--- config.mk ---
export PLATFORM = sky130hd
export DESIGN_NAME = bcd_scan_counter_flat
export DESIGN_NICKNAME = d
export VERILOG_FILES = /design/src/rtl/bcd_scan_counter_pkg.sv /design/src/rtl/bcd_scan_counter_if.sv /design/src/rtl/bcd_scan_counter_bin2bcd_seq.sv /design/src/rtl/bcd_scan_counter.sv /design/src/flat_wrapper.sv
export SDC_FILE = /design/constraint.sdc
export NUM_CORES = 1
export LEC_CHECK = 0
export CELL_PAD_IN_SITES_DETAIL_PLACEMENT = 1
export CELL_PAD_IN_SITES_GLOBAL_PLACEMENT = 2
export CORE_MARGIN = 3
export CORE_UTILIZATION = 35
export CTS_CLUSTER_SIZE = 40
export DETAILED_ROUTE_END_ITERATION = 12
export PLACE_DENSITY_LB_ADDON = 0.1
export SYNTH_ARGS = -nofsm -noshare
export SYNTH_HDL_FRONTEND = slang
export SYNTH_SLANG_ARGS = --single-unit
--- constraint.sdc ---
create_clock -name clk -period 6.75 [get_ports clk]
set_input_delay 0.675 -clock clk [delete_from_list [all_inputs] [get_ports clk]]
set_output_delay 0.675 -clock clk [all_outputs]
set_load 0.01 [all_outputs]
--- src/rtl/bcd_scan_counter_pkg.sv ---
// Shared constants, conversion-state enum and the double-dabble adjust step
// used by the BCD scan counter.
package bcd_scan_pkg;

  localparam int COUNT_W    = 9;
  localparam int BCD_W      = 4;
  localparam int NUM_DIGITS = 3;
  localparam int SCRATCH_W  = BCD_W * NUM_DIGITS;

  localparam logic [BCD_W-1:0] BLANK_CODE = 4'hF;

  typedef enum logic [1:0] {
    IDLE,
    SHIFT,
    COMMIT
  } conv_state_t;

  typedef logic [1:0] digit_idx_t;

  localparam digit_idx_t DIG_ONES     = 2'd0;
  localparam digit_idx_t DIG_TENS     = 2'd1;
  localparam digit_idx_t DIG_HUNDREDS = 2'd2;

  // Add 3 to every nibble that is 5 or more, ahead of the next left shift.
  function automatic logic [SCRATCH_W-1:0] dabble_adjust(input logic [SCRATCH_W-1:0] s);
    logic [SCRATCH_W-1:0] r;
    r = s;
    for (int i = 0; i < NUM_DIGITS; i++) begin
      if (s[i*BCD_W +: BCD_W] >= 4'd5) begin
        r[i*BCD_W +: BCD_W] = s[i*BCD_W +: BCD_W] + 4'd3;
      end
    end
    return r;
  endfunction

endpackage

--- src/rtl/bcd_scan_counter_if.sv ---
// Control and display bus of the BCD scan counter; the controller side is
// the master, the counter itself the slave.
interface bcd_scan_counter_if;
  import bcd_scan_pkg::*;

  logic                  en;
  logic                  clr;
  logic [COUNT_W-1:0]    count;
  logic [BCD_W-1:0]      bcd;
  logic [NUM_DIGITS-1:0] digit_sel;
  logic                  busy;

  modport master (output en, clr, input count, bcd, digit_sel, busy);
  modport slave  (input en, clr, output count, bcd, digit_sel, busy);

endinterface

--- src/rtl/bcd_scan_counter_bin2bcd_seq.sv ---
// Sequential double-dabble converter: restarts itself whenever bin differs
// from the last snapshot; digits are valid while done is high.
module bin2bcd_seq
  import bcd_scan_pkg::*;
(
  input  logic               clk,
  input  logic               rst,
  input  logic [COUNT_W-1:0] bin,
  input  logic               start,
  output logic               busy,
  output logic               done,
  output logic [BCD_W-1:0]   hundreds,
  output logic [BCD_W-1:0]   tens,
  output logic [BCD_W-1:0]   ones
);

  conv_state_t          state, state_next;
  logic [COUNT_W-1:0]   snap;
  logic [COUNT_W-1:0]   work;
  logic [SCRATCH_W-1:0] scratch;
  logic [3:0]           iter;
  logic                 launch;

  // snap keeps the converted value for change detection; work is the copy
  // that gets shifted out.
  assign launch = (state == IDLE) && start && (bin != snap);

  // NOTE: sequential state uses non-blocking assignments so every flop samples
  // pre-edge values, independent of process ordering.
  always_ff @(posedge clk or posedge rst) begin
    if (rst) state <= IDLE;
    else     state <= state_next;
  end

  // NOTE: the default assignment first keeps this block free of latches on
  // paths that do not change the state.
  always_comb begin
    state_next = state;
    case (state)
      IDLE:    if (launch) state_next = SHIFT;
      SHIFT:   if (iter == 4'd1) state_next = COMMIT;
      COMMIT:  state_next = IDLE;
      default: state_next = IDLE;
    endcase
  end

  always_ff @(posedge clk or posedge rst) begin
    if (rst) begin
      snap    <= '0;
      work    <= '0;
      scratch <= '0;
      iter    <= '0;
    end else if (launch) begin
      snap    <= bin;
      work    <= bin;
      scratch <= '0;
      iter    <= 4'd9;
    end else if (state == SHIFT) begin
      {scratch, work} <= {dabble_adjust(scratch), work} << 1;
      iter            <= iter - 4'd1;
    end
  end

  assign busy     = (state != IDLE);
  assign done     = (state == COMMIT);
  assign hundreds = scratch[3*BCD_W-1 -: BCD_W];
  assign tens     = scratch[2*BCD_W-1 -: BCD_W];
  assign ones     = scratch[BCD_W-1   -: BCD_W];

endmodule

--- src/rtl/bcd_scan_counter.sv ---
// Paced 9-bit up counter with BCD conversion and three-digit scan output.
// Optional LEADING_ZERO_BLANK_EN: blank leading zero digits with BLANK_CODE.
module bcd_scan_counter
  import bcd_scan_pkg::*;
#(
  parameter int TICK_DIV = 50_000_000,
  parameter int SCAN_DIV = 50_000
) (
  input logic               clk,
  input logic               rst,
  bcd_scan_counter_if.slave bus
);

  localparam int TICK_W = $clog2(TICK_DIV);
  localparam int SCAN_W = (SCAN_DIV > 1) ? $clog2(SCAN_DIV) : 1;
  localparam logic [TICK_W-1:0] TICK_LAST = TICK_W'(TICK_DIV - 1);
  localparam logic [SCAN_W-1:0] SCAN_LAST = SCAN_W'(SCAN_DIV - 1);

  logic [TICK_W-1:0]     tick_cnt;
  logic                  tick;
  logic [COUNT_W-1:0]    count;
  logic [SCAN_W-1:0]     scan_cnt;
  logic                  scan_wrap;
  digit_idx_t            digit_idx, idx_next;
  logic [BCD_W-1:0]      hund_q, tens_q, ones_q;
  logic [BCD_W-1:0]      conv_h, conv_t, conv_o;
  logic [BCD_W-1:0]      code_next;
  logic [BCD_W-1:0]      bcd_q;
  logic [NUM_DIGITS-1:0] sel_q;
  logic                  conv_done;

  assign tick = bus.en && (tick_cnt == TICK_LAST);

  // clr has priority over tick and works regardless of en.
  always_ff @(posedge clk or posedge rst) begin
    if (rst) begin
      tick_cnt <= '0;
      count    <= '0;
    end else if (bus.clr) begin
      tick_cnt <= '0;
      count    <= '0;
    end else if (tick) begin
      tick_cnt <= '0;
      count    <= count + 1'b1;
    end else if (bus.en) begin
      tick_cnt <= tick_cnt + 1'b1;
    end
  end

  bin2bcd_seq u_conv (
    .clk      (clk),
    .rst      (rst),
    .bin      (count),
    .start    (1'b1),
    .busy     (bus.busy),
    .done     (conv_done),
    .hundreds (conv_h),
    .tens     (conv_t),
    .ones     (conv_o)
  );

  always_ff @(posedge clk or posedge rst) begin
    if (rst) begin
      hund_q <= '0;
      tens_q <= '0;
      ones_q <= '0;
    end else if (conv_done) begin
      hund_q <= conv_h;
      tens_q <= conv_t;
      ones_q <= conv_o;
    end
  end

  assign scan_wrap = (scan_cnt == SCAN_LAST);

  always_comb begin
    idx_next = digit_idx;
    if (scan_wrap) idx_next = (digit_idx == DIG_HUNDREDS) ? DIG_ONES : digit_idx + 2'd1;
  end

  always_comb begin
    case (idx_next)
      DIG_TENS:     code_next = tens_q;
      DIG_HUNDREDS: code_next = hund_q;
      default:      code_next = ones_q;
    endcase
`ifdef LEADING_ZERO_BLANK_EN
    if (idx_next == DIG_HUNDREDS && hund_q == '0) code_next = BLANK_CODE;
    if (idx_next == DIG_TENS && hund_q == '0 && tens_q == '0) code_next = BLANK_CODE;
`endif
  end

  // bcd and digit_sel come from the same next index so they never disagree.
  always_ff @(posedge clk or posedge rst) begin
    if (rst) begin
      scan_cnt  <= '0;
      digit_idx <= DIG_ONES;
      sel_q     <= NUM_DIGITS'(1);
      bcd_q     <= '0;
    end else begin
      scan_cnt  <= scan_wrap ? '0 : scan_cnt + 1'b1;
      digit_idx <= idx_next;
      sel_q     <= NUM_DIGITS'(1) << idx_next;
      bcd_q     <= code_next;
    end
  end

  assign bus.count     = count;
  assign bus.bcd       = bcd_q;
  assign bus.digit_sel = sel_q;

endmodule

--- src/flat_wrapper.sv ---
// flat-port wrapper written by rule: the top's interface ports become plain ports
module bcd_scan_counter_flat import bcd_scan_pkg::*;
#(
  parameter int TICK_DIV = 50_000_000,
  parameter int SCAN_DIV = 50_000
)
  (clk, rst, bus_en, bus_clr, bus_count, bus_bcd, bus_digit_sel, bus_busy);
  bcd_scan_counter_if bus_i ();
  input logic clk;
  input logic rst;
  input wire logic [$bits(bus_i.en)-1:0] bus_en;
  input wire logic [$bits(bus_i.clr)-1:0] bus_clr;
  output wire logic [$bits(bus_i.count)-1:0] bus_count;
  output wire logic [$bits(bus_i.bcd)-1:0] bus_bcd;
  output wire logic [$bits(bus_i.digit_sel)-1:0] bus_digit_sel;
  output wire logic [$bits(bus_i.busy)-1:0] bus_busy;
  assign bus_i.en = bus_en;
  assign bus_i.clr = bus_clr;
  assign bus_count = bus_i.count;
  assign bus_bcd = bus_i.bcd;
  assign bus_digit_sel = bus_i.digit_sel;
  assign bus_busy = bus_i.busy;
  bcd_scan_counter #(.TICK_DIV(TICK_DIV), .SCAN_DIV(SCAN_DIV)) u_core (.clk(clk), .rst(rst), .bus(bus_i));
endmodule
**Yosys cells after proc, flatten, opt, wreduce, memory -nomap -nowiden**

Index checks and enable logic that the tools add are counted.

- Input port bits: 4
- Bits in registers: 108
- Output and inout port bits: 17
- Logic and storage cells: 66

- Mux-type cells: 21
- Add/subtract/negate cells: 8
- Shift operators: 1
- Equal/unequal tests: 11
- $lt $le $gt $ge: 3
- Reductions and logical operators: 8

Operators by type and width:

| kind | count |
|---|---|
| two-way mux 26 bit | 3 |
| two-way mux 9 bit | 4 |
| adder 26 x 1 -> 26 bit (second input constant) | 1 |
| equality test 26 bit (second input constant) | 1 |
| two-way mux 12 bit | 2 |
| adder 16 x 1 -> 16 bit (second input constant) | 1 |
| equality test 16 bit (second input constant) | 1 |
| two-way mux 16 bit | 1 |
| two-way mux 4 bit | 4 |
| >= comparator 4 x 3 -> 1 bit (second input constant) | 3 |
| adder 9 x 1 -> 9 bit (second input constant) | 1 |
| != test 9 bit | 1 |
| adder 4 x 2 -> 4 bit (second input constant) | 2 |
| two-way mux 2 bit | 4 |
| one-hot mux 4 bit (2 select lines) | 1 |
| equality test 2 bit (second input constant) | 3 |
| nonzero test 2 bit | 3 |
| equality test 2 x 1 -> 1 bit (second input constant) | 2 |
| equality test 4 x 1 -> 1 bit (second input constant) | 1 |
| != test 2 bit (second input constant) | 2 |
| one-hot mux 2 bit (2 select lines) | 1 |
| subtractor 4 x 1 -> 4 bit (second input constant) | 1 |
| adder 3 x 2 -> 3 bit (second input constant) | 1 |
| two-way mux 3 bit | 1 |
| other kinds (6) | 7 |

**Logic depth before layout (Yosys ltp)**

Gate-level depths: netlist of the first run.

- Word-level depth: 5
- Mapped depth: 11
- Mapped depth without buffers: 9

**Hierarchy**

From an unflattened synthesis of the first run, not the netlist that was laid out.

- Cells, all modules: 528
- Area total of the unflattened synthesis: 5360.1 µm²

By module, submodules not included:

| module | area an instance (µm²) | cells each | times used | seq. area each (µm²) |
|---|---|---|---|---|
| bcd_scan_counter | 3470.8 | 333 | 1 | 1803.0 |
| bin2bcd_seq | 1889.3 | 195 | 1 | 900.9 |

**Worst setup path after synthesis of the first run**

Ideal clock, no wire load.

- Kind: in2reg
- Start: input port bus_en
- End: register u_core.count[7], in the netlist u_core.bus.count[7]
- Buffers on the path: 2
- Path slack: 4525 ps
- Arrival time: 2148 ps
- Data required time: 6673 ps
- Stages: 6
- Library setup time: 77 ps
- Cells stage by stage: clkbuf_8 > nand4_1 > or4_1 > buf_2 > or4_1 > a21oi_1

- Cells in the longest elaborated chain, start to end: 2

Ends and longest elaborated chain:

| item | line | text |
|---|---|---|
| start: declaration | flat_wrapper.sv:11 | `input wire logic [$bits(bus_i.en)-1:0] bus_en;` |
| logical AND 1 bit | bcd_scan_counter.sv:32 | `assign tick = bus.en && (tick_cnt == TICK_LAST);` |
| nonzero test 2 bit (no source line) | -- |  |
| end signal: assignment | bcd_scan_counter.sv:44 | `count <= count + 1'b1;` |
| end: declaration | bcd_scan_counter.sv:21 | `logic [COUNT_W-1:0] count;` |

No other way between the ends.
A chain may end at the register's enable or synchronous reset.

**Final worst setup path of the first run**

- Start: input port bus_en
- End: register u_core.tick_cnt[5]

- Cells in the longest elaborated chain, start to end: 3
- Elaborated cells on any way between the ends: 4
- Classes of those cells: mux (2); reduce/logical (2)

Ends and longest elaborated chain:

| item | line | text |
|---|---|---|
| logical AND 1 bit | bcd_scan_counter.sv:32 |  |
| two-way mux 26 bit | bcd_scan_counter.sv:42 | `end else if (tick) begin` |
| two-way mux 26 bit | bcd_scan_counter.sv:39 | `end else if (bus.clr) begin` |
| end signal: assignment | bcd_scan_counter.sv:46 | `tick_cnt <= tick_cnt + 1'b1;` |
| end: declaration | bcd_scan_counter.sv:19 | `logic [TICK_W-1:0] tick_cnt;` |

Parallel ways exist; a longest one is shown, timed or not.

==> results of run 1 <==
## per-layer routing
metal | global-route usage (%) | vias up | share of wire [%]
met2 | 23.9 | 39 | 46
met3 | 4.21 | 10 | 3.1
met1 | 20.5 | 1825 | 50
li1 | - | 1745 | -
met5 | 0 | - | 0
met4 | 4.24 | 0 | 1.4
## final cells by class
| type | count | area (um^2) | share of cell area [%] |
|---|---|---|---|
| sequential | 108 | 2700 | 46.5 |
| multi-input combinational | 356 | 2290 | 39.4 |
| clock buffer | 12 | 246 | 4.24 |
| tap | 180 | 225 | 3.87 |
| timing repair buffer | 23 | 223 | 3.83 |
| inverter | 17 | 66.3 | 1.14 |
| clock inverter | 2 | 60.1 | 1.03 |
## critical path: stages
cell and delay, ns:
clkdlybuf4s50_1 0.63, nand4_1 0.12, or4_1 0.83, or2b_1 0.80, nor2_1 0.13
## flip-flops by register name, indices dropped and copies added (netlist names), 9 cells and up
register	cells
u_core.u_conv.work	9
u_core.scan_cnt	16
u_core.u_conv.scratch	12
u_core.bus.count	9
u_core.tick_cnt	26
u_core.u_conv.snap	9
## through the flow
stage          power [mW]  cells
2_1_floorplan       0.678    502
3_3_place_gp        0.685    684
3_5_place_dp        0.686    684
4_1_cts              1.26    698
5_1_grt              1.29    698
6_report             1.23    698
## how the worst max path moves through the flow
| stage | to | slack (ns) | cells past startpoint |
|---|---|---|---|
| after detailed placement | u_core.tick_cnt[5] | 3.33 | 5 |
| after global routing | u_core.tick_cnt[5] | 3.49 | 5 |
| final | u_core.tick_cnt[5] | 3.75 | 5 |
| after global placement | u_core.tick_cnt[19] | 3.43 | 5 |
| after CTS | u_core.tick_cnt[5] | 3.71 | 5 |
| after floorplan | u_core.bus.bcd[0] | 3.23 | 1 |
## placed cells by master (no fill, tap or decap), drive strengths merged, types with 2 or more instances in the layout
master and instances:
nor4bb 2, bufinv 2, clkbuf 12, nor4 4, o221a 8, nor3 4
xor2 30, buf 3, and2 3, clkdlybuf4s50 20, nand4 14, inv 17
nor3b 3, nor4b 2, and4 5, o22ai 2, a22oi 4, or3 2
a21oi 28, mux2 11, o31ai 5, mux2i 6, nand2 53, and3 6
ha 14, o21ai 16, xnor2 23, a211oi 5, nand3 19, nand2b 6
dfrtp 107, or4 6, nor2 56, or2 10
## cell families after synthesis
family          synth area share (%)
fa+ha+maj                       3.38
mux                             3.55
simple gates                    19.2
compound gates                  9.20
xor+xnor                        8.95
flops                           52.2
buf+inv                         3.57
## power groups by stage
stage / combinational, mW / sequential (mW) / clock, mW
floorplan: 0.0166 / 0.661 / 0
global placement: 0.0235 / 0.662 / 0
detailed placement: 0.0241 / 0.662 / 0
CTS: 0.0241 / 0.649 / 0.587
global route: 0.0265 / 0.649 / 0.616
finish: 0.0221 / 0.649 / 0.562
==> run_results.csv, run 1 <==
group,metric,value,unit
status,outcome,"finished clean",
die,rows,43,
route,first_pass_iters,4,
timing,fmax,0.333,GHz
yosys,synthesis.nets,520,
layout,antennaDiodeCount,0,
timing,setup_viol,0,
die,die_w,128,um
place,port_buffers,20,
place,dp_hpwl,7.41,mm
power,combPwrFrac,1.8,%
place,dpl-instance-area,0.00551,mm^2
hold_path,min_to,"u_core.scan_cnt[0]",
cts,clockRootBuffer,"clkbuf_16",
timing,worst_hold_slack,0.489,ns
cts,clock_path_buffers,2,
cts,worstSkewPairLatency,0.35,ns
die,dieArea,0.0163,mm^2
yosys,syn_inst,502,
place,place.gp.congestion,0.716,
yosys,synth-main-ff-cell,"dfrtp_1",
yosys,yosys_warnings,0,
cts,postCtsHoldBufs,0,
power,power_frac_clock,45.6,%
yosys,ys_async_sr_fraction,100,%
yosys,synth_cell_type_count,50,
yosys,ys_seq_area_share,52.2,%
cts,cts_buffers,9,
yosys,synth-seq-cells,108,
global_routing,grt_antenna_before_repair,0,
route,ant_nets,0,
worst_setup_path,startpoint_type,"primary input",
cts,cts_resized,0,
hold_path,min_from,"u_core.scan_cnt[0]",
route,drt_iter0_drc,135,
global_routing,grt_overflow_total,0,
worst_setup_path,worst_r2r_path_depth,5,
global_routing,grt.total_usage,15.1,%
worst_setup_path,worstSetupStartpoint,"bus_en",
timing,finalCriticalPeriod,3.01,ns
global_routing,grt_start_max_net_pins,56,
timing,worst_pin_slew,0.969,ns
layout,final_net_count,533,
yosys,yosys.area.top_type,"dfrtp_1",
timing,fin_ws,3.75,ns
power,peakVddDrop,124,uV
layout,syn2layout_area_growth,12.3,%
route,routedWlPerCell,15.9,um
hold_path,hold_depth,1,
layout,fin_area,0.00582,mm^2
route,vias,3619,
cts,cts_tree,"done",
worst_setup_path,critPathKind,"primary input to flop",
yosys,ys_top_cells_by_count,"dfrtp_1 (107), nor2_1 (56), nand2_1 (53), xor2_1 (30), a21oi_1 (28)",
timing,final.setup_skew,0.00802,ns
die,start_util,36.5,%
yosys,synthesis.area,0.00518,mm^2
cts,clk_pin_slew_worst_paths,0.07,ns
yosys,syn_avg_cell_area,10.3,um^2
power,leakagePower,2.59,nW
global_routing,grt_pass1_vias,3911,
cts,cts.sinks,108,
route,post-route-drc-count,0,
worst_setup_path,timing.rr.end,"u_core.tick_cnt[5]",
yosys,synth_area_leaders,"dfrtp_1 (52%), xor2_1 (5.1%), nor2_1 (4.1%)",
power,powerDensity,212,mW/mm^2
layout,drive_gt1_share,10.2,%
timing,min_period_over_period,44.5,%
layout,nFillCells,1628,
power,seqPwrFrac,52.7,%
power,switching_share,20.2,%
global_routing,grt_pass1_wl,19.8,mm
yosys,synth.most_common_cell,"dfrtp_1",
yosys,synth_edf_count,0,
place,place_ws,3.33,ns
die,core,0.0142,mm^2
power,p_sw,0.249,mW
worst_setup_path,reg2reg_from,"u_core.tick_cnt[10]",
worst_setup_path,cp.arrival,3.20,ns
worst_setup_path,r2r_slack,4.03,ns
worst_setup_path,worstSetupEndpointType,"flop",
cts,postCtsSetupRepairBufs,0,
timing,slew_headroom,35.1,%
hold_path,hold_class,"flop to flop",
cts,htreeDepth,3,
die,io_pins,21,
timing,hold_viol_final,0,
die,die_y,128,um
timing,maxSlewViolCount,0,
route,vias_per_cell,5.18,
route,totalWireLength,11.1,mm
timing,final.setup.tns,0,ns
power,p_int,0.984,mW
layout,final_util,41.0,%
run,drv_cap,0,
worst_setup_path,critPathMaxFanout,24,
yosys,synth_top_cell_area_share,51.7,%
worst_setup_path,required,6.94,ns
timing,rsz0062_at_grt,"no",
Note: power is estimated with default switching activity, not from simulation.
==> run 2: changes to the inputs <==
clock period = 3 ns   (was 6.75 ns; I/O delays follow)
==> run_results.csv, run 2 (synthesis results as in run 1) <==
group,metric,value,unit
route,totalWireLength,11.6,mm
power,leakagePower,2.65,nW
power,p_sw,0.583,mW
route,ant_nets,0,
die,core,0.0142,mm^2
power,peakVddDrop,293,uV
place,port_buffers,20,
status,outcome,"finished clean",
power,switching_share,20.8,%
layout,reg.largest.list,"u_core.tick_cnt: 26 flops, u_core.scan_cnt: 16 flops, u_core.u_conv.scratch: 12 flops",
cts,cts_buffers,9,
layout,syn2layout_area_growth,14.4,%
worst_setup_path,path_delay_family,"simple AND/OR/NAND/NOR gates",
cts,clock_path_buffers,2,
place,dp_hpwl,7.82,mm
power,power_frac_clock,46.0,%
worst_setup_path,startpoint_type,"flop",
layout,drive_gt1_share,12.6,%
cts,clockRootBuffer,"clkbuf_16",
global_routing,grt.total_usage,15.0,%
die,start_util,36.5,%
global_routing,grt_antenna_before_repair,0,
route,vias,3663,
layout,largest_register_ffs,26,
timing,hold_viol_final,0,
timing,worst_pin_slew,0.962,ns
worst_setup_path,cpPeakStageDelay,0.85,ns
die,die_y,128,um
die,rows,43,
worst_setup_path,path_common_cell,"or4_1",
layout,final_net_count,543,
cts,worstSkewPairLatency,0.35,ns
cts,postCtsHoldBufs,0,
power,p_int,2.22,mW
cts,postCtsSetupRepairBufs,0,
layout,fin_area,0.00593,mm^2
worst_setup_path,critPathMaxFanout,19,
worst_setup_path,cp.arrival,2.72,ns
place,place.gp.congestion,0.725,
worst_setup_path,required,3.27,ns
die,die_w,128,um
hold_path,hold_class,"primary input to asynchronous set/reset pin",
cts,clk_pin_slew_worst_paths,0.08,ns
timing,finalCriticalPeriod,2.46,ns
cts,cts_tree,"done",
route,drt_iter0_drc,139,
route,routedWlPerCell,16.3,um
power,combPwrFrac,2.0,%
timing,final.setup.tns,0,ns
die,dieArea,0.0163,mm^2
timing,setup_viol,0,
timing,rsz0062_at_grt,"no",
route,vias_per_cell,5.16,
place,dpl-instance-area,0.00560,mm^2
cts,htreeDepth,3,
power,powerDensity,474,mW/mm^2
timing,final.setup_skew,0.0109,ns
route,post-route-drc-count,0,
worst_setup_path,crit_slowest_cell,"or4_1",
route,first_pass_iters,5,
timing,maxSlewViolCount,0,
worst_setup_path,crit_buf_inv,0,
die,io_pins,21,
timing,min_period_over_period,81.9,%
layout,largest-register,"u_core.tick_cnt",
global_routing,grt_overflow_total,0,
layout,mostFrequentLayoutCells,"dfrtp_1 (107), nor2_1 (56), nand2_1 (53), xor2_1 (30), a21oi_1 (28)",
timing,slew_headroom,35.5,%
worst_setup_path,critPathKind,"flop to flop",
run,drv_cap,0,
cts,cts.sinks,108,
layout,antennaDiodeCount,0,
power,seqPwrFrac,52.0,%
timing,fmax,0.407,GHz
cts,cts_resized,0,
global_routing,grt_pass1_vias,3861,
layout,final_common_cell,"dfrtp_1",
global_routing,grt_start_max_net_pins,68,
worst_setup_path,worstSetupEndpointType,"flop",
worst_setup_path,crit_chain,"nor3b_2 > nand4_1 > or4_1 > or4_1 > a21oi_1",
global_routing,grt_pass1_wl,19.8,mm
==> run 2: changes by cell type in the layout (fill, tap and decap cells not counted), sizes merged <==
cell	change
clkinvlp	+4
clkinv	+1
clkbuf	-2
buf	+10
inv	-1
==> run 2: cell type report <==
| class | count | area (um^2) |
|---|---|---|
| clock inverter | 6 | 87.6 |
| timing repair buffer | 33 | 310 |
| clock buffer | 10 | 239 |
| tap | 180 | 225 |
| sequential | 108 | 2700 |
| fill | 1592 | 8280 |
| inverter | 17 | 67.6 |
| multi-input combinational | 356 | 2290 |
==> run 2: tightest hold or removal path, cell delays in order <==
cell,delay (ns)
clkdlybuf4s50_1,0.44
clkinvlp_4,0.08
buf_4,0.44
==> run 2: final timing paths <==
check	start	to	slack (ns)	cells past startpoint
setup / recovery	u_core.tick_cnt[7]	u_core.bus.count[6]	0.54	5
hold reg to reg	u_core.hund_q[0]	u_core.hund_q[0]	0.50	2
min in group clk	u_core.hund_q[0]	u_core.hund_q[0]	0.50	2
hold / removal	rst	u_core.u_conv.scratch[8]	0.46	3
setup reg to reg	u_core.tick_cnt[7]	u_core.bus.count[6]	0.54	5
max in group asynchronous	rst	u_core.bus.count[3]	1.81	3
==> run 2: per-layer routing <==
metal	track usage, %	part of all wire, %	vias to the layer above
met5	0	0	-
met4	3.75	0.94	0
met3	3.25	2.7	9
met2	23.9	47	38
met1	21.0	49	1844
li1	-	-	1772
==> run 2: per-stage QoR <==
| stage | hold slack, ns | cells | utilization, % | setup WS, ns | power [mW] |
|---|---|---|---|---|---|
| floorplan | 0.363 | 502 | - | 0.878 | 1.53 |
| global placement | 0.477 | 694 | 39.4 | 0.438 | 1.55 |
| detailed placement | 0.488 | 694 | 39.4 | 0.396 | 1.55 |
| CTS | 0.486 | 710 | 41.7 | 0.511 | 2.86 |
| global route | 0.512 | 710 | 41.7 | 0.384 | 2.92 |
| finish | 0.464 | 710 | 41.7 | 0.543 | 2.81 |
==> run 2: power groups by stage <==
stage / Clock [mW] / Combinational, mW / Sequential (mW)
floorplan: 0 / 0.0378 / 1.49
global placement: 0 / 0.0596 / 1.49
detailed placement: 0 / 0.0606 / 1.49
CTS: 1.34 / 0.0606 / 1.46
global route: 1.39 / 0.0668 / 1.46
finish: 1.29 / 0.0567 / 1.46
==> run 3: changes to the inputs <==
clock period = 2.3 ns   (was 3 ns; I/O delays follow)
==> run_results.csv, run 3 (synthesis results as in run 1) <==
group,metric,value,unit
timing,setup_viol,0,
timing,min_period_over_period,95.0,%
cts,clock_path_buffers,2,
cts,cts.sinks,108,
global_routing,grt_pass1_wl,20.4,mm
timing,fmax,0.458,GHz
worst_setup_path,critPathMaxFanout,19,
route,totalWireLength,11.9,mm
power,powerDensity,605,mW/mm^2
global_routing,grt_start_max_net_pins,57,
timing,final.setup_skew,0.00663,ns
place,place.gp.congestion,0.761,
cts,htreeDepth,3,
worst_setup_path,required,2.58,ns
timing,slew_headroom,60.4,%
route,routedWlPerCell,16.2,um
die,die_y,128,um
layout,final_net_count,568,
layout,largest-register,"u_core.tick_cnt",
route,post-route-drc-count,0,
power,combPwrFrac,2.1,%
place,port_buffers,20,
die,core,0.0142,mm^2
global_routing,grt.total_usage,15.8,%
place,placed_cells,714,
worst_setup_path,r2r_slack,0.11,ns
layout,reg.largest.list,"u_core.tick_cnt: 26 flops, u_core.scan_cnt: 16 flops, u_core.u_conv.scratch: 12 flops",
power,switching_share,20.1,%
cts,cts_buffers,9,
power,power_frac_clock,47.3,%
worst_setup_path,crit_chain,"and4_4 > nand3_1 > or4_4 > buf_8 > or4_1 > a21oi_1",
layout,largest_register_ffs,26,
power,seqPwrFrac,50.6,%
timing,hold_viol_final,0,
timing,maxSlewViolCount,0,
layout,syn2layout_area_growth,20.1,%
layout,nFillCells,1583,
worst_setup_path,cp.arrival,2.47,ns
timing,finalCriticalPeriod,2.19,ns
route,vias,3785,
layout,instances_no_fill,734,
power,p_sw,0.757,mW
cts,clk_pin_slew_worst_paths,0.07,ns
timing,worst_pin_slew,0.593,ns
die,io_pins,21,
layout,final_util,43.8,%
layout,final_common_cell,"dfrtp_1",
power,p_int,3.01,mW
cts,cts_tree,"done",
global_routing,grt_overflow_total,0,
worst_setup_path,crit_buf_inv,1,
run,drv_cap,0,
die,start_util,36.5,%
timing,fin_ws,0.115,ns
die,die_w,128,um
layout,regArea,0.00271,mm^2
cts,clockRootBuffer,"clkbuf_16",
timing,final.setup.tns,0,ns
power,total_power,3.77,mW
cts,worstSkewPairLatency,0.36,ns
power,peakVddDrop,367,uV
worst_setup_path,path_delay_family,"simple AND/OR/NAND/NOR gates",
status,outcome,"finished clean",
die,rows,43,
hold_path,hold_class,"primary input to asynchronous set/reset pin",
worst_setup_path,critPathKind,"flop to flop",
global_routing,grt_antenna_before_repair,0,
layout,multi_input_area,0.00236,mm^2
die,dieArea,0.0163,mm^2
place,place_ws,-0.0257,ns
route,drt_iter0_drc,188,
layout,drive_gt1_share,18.6,%
worst_setup_path,cpPeakStageDelay,0.53,ns
route,first_pass_iters,4,
worst_setup_path,startpoint_type,"flop",
route,vias_per_cell,5.16,
power,leakagePower,2.80,nW
global_routing,grt_pass1_vias,4037,
worst_setup_path,worstSetupEndpointType,"flop",
layout,antennaDiodeCount,0,
layout,mostFrequentLayoutCells,"dfrtp_1 (106), nor2_1 (56), nand2_1 (53), buf_4 (34), xor2_1 (30)",
route,ant_nets,0,
worst_setup_path,crit_slowest_cell,"or4_4",
place,dp_hpwl,8.29,mm
run 3: metrics by stage:
stage,area (um^2),hold slack [ns]
2_1_floorplan,5190,0.293
3_3_place_gp,5780,0.476
3_5_place_dp,5780,0.481
4_1_cts,6120,0.267
5_1_grt,6220,0.289
6_report,6220,0.269
run 3: worst paths after layout:
kind / from / endpoint / depth (start not counted)
worst max-delay path: u_core.tick_cnt[13] / u_core.bus.count[5] / 6
worst min-delay path: rst / u_core.bus.digit_sel[1] / 2
worst max register to register: u_core.tick_cnt[13] / u_core.bus.count[5] / 6
worst min register to register: u_core.scan_cnt[0] / u_core.scan_cnt[0] / 1
max in group asynchronous: rst / u_core.bus.digit_sel[0] / 3
min in group clk: u_core.scan_cnt[0] / u_core.scan_cnt[0] / 1
run 3: area by class of cell:
class,instances,area share (%)
flip-flops and latches,108,43.5
multi-input cells,356,37.9
repair buffers,58,8.52
clock buffers,10,3.84
well taps,180,3.62
clock inverters,5,1.61
inverters,17,1.09
run 3: repair_timing:
action	4_1_cts	5_1_grt
resized for setup	1	15
buffers inserted	0	5
endpoints found under the setup margin	4	11
hold buffers	0	0
pin swaps	0	3
run 3: power by group through the flow:
| stage | combinational, mW | clock [mW] | sequential, mW |
|---|---|---|---|
| after global placement | 0.0847 | 0 | 1.94 |
| final | 0.0806 | 1.78 | 1.90 |
| after global routing | 0.0937 | 1.92 | 1.90 |
| after floorplan | 0.0493 | 0 | 1.94 |
| after CTS | 0.0865 | 1.85 | 1.90 |
| after detailed placement | 0.0856 | 0 | 1.94 |
run 3: metal layers:
metal	GRT usage, %	wire (um)
met1	20.6	5670
met2	26.1	5740
met3	4.13	313
met4	4.49	151
met5	0	0
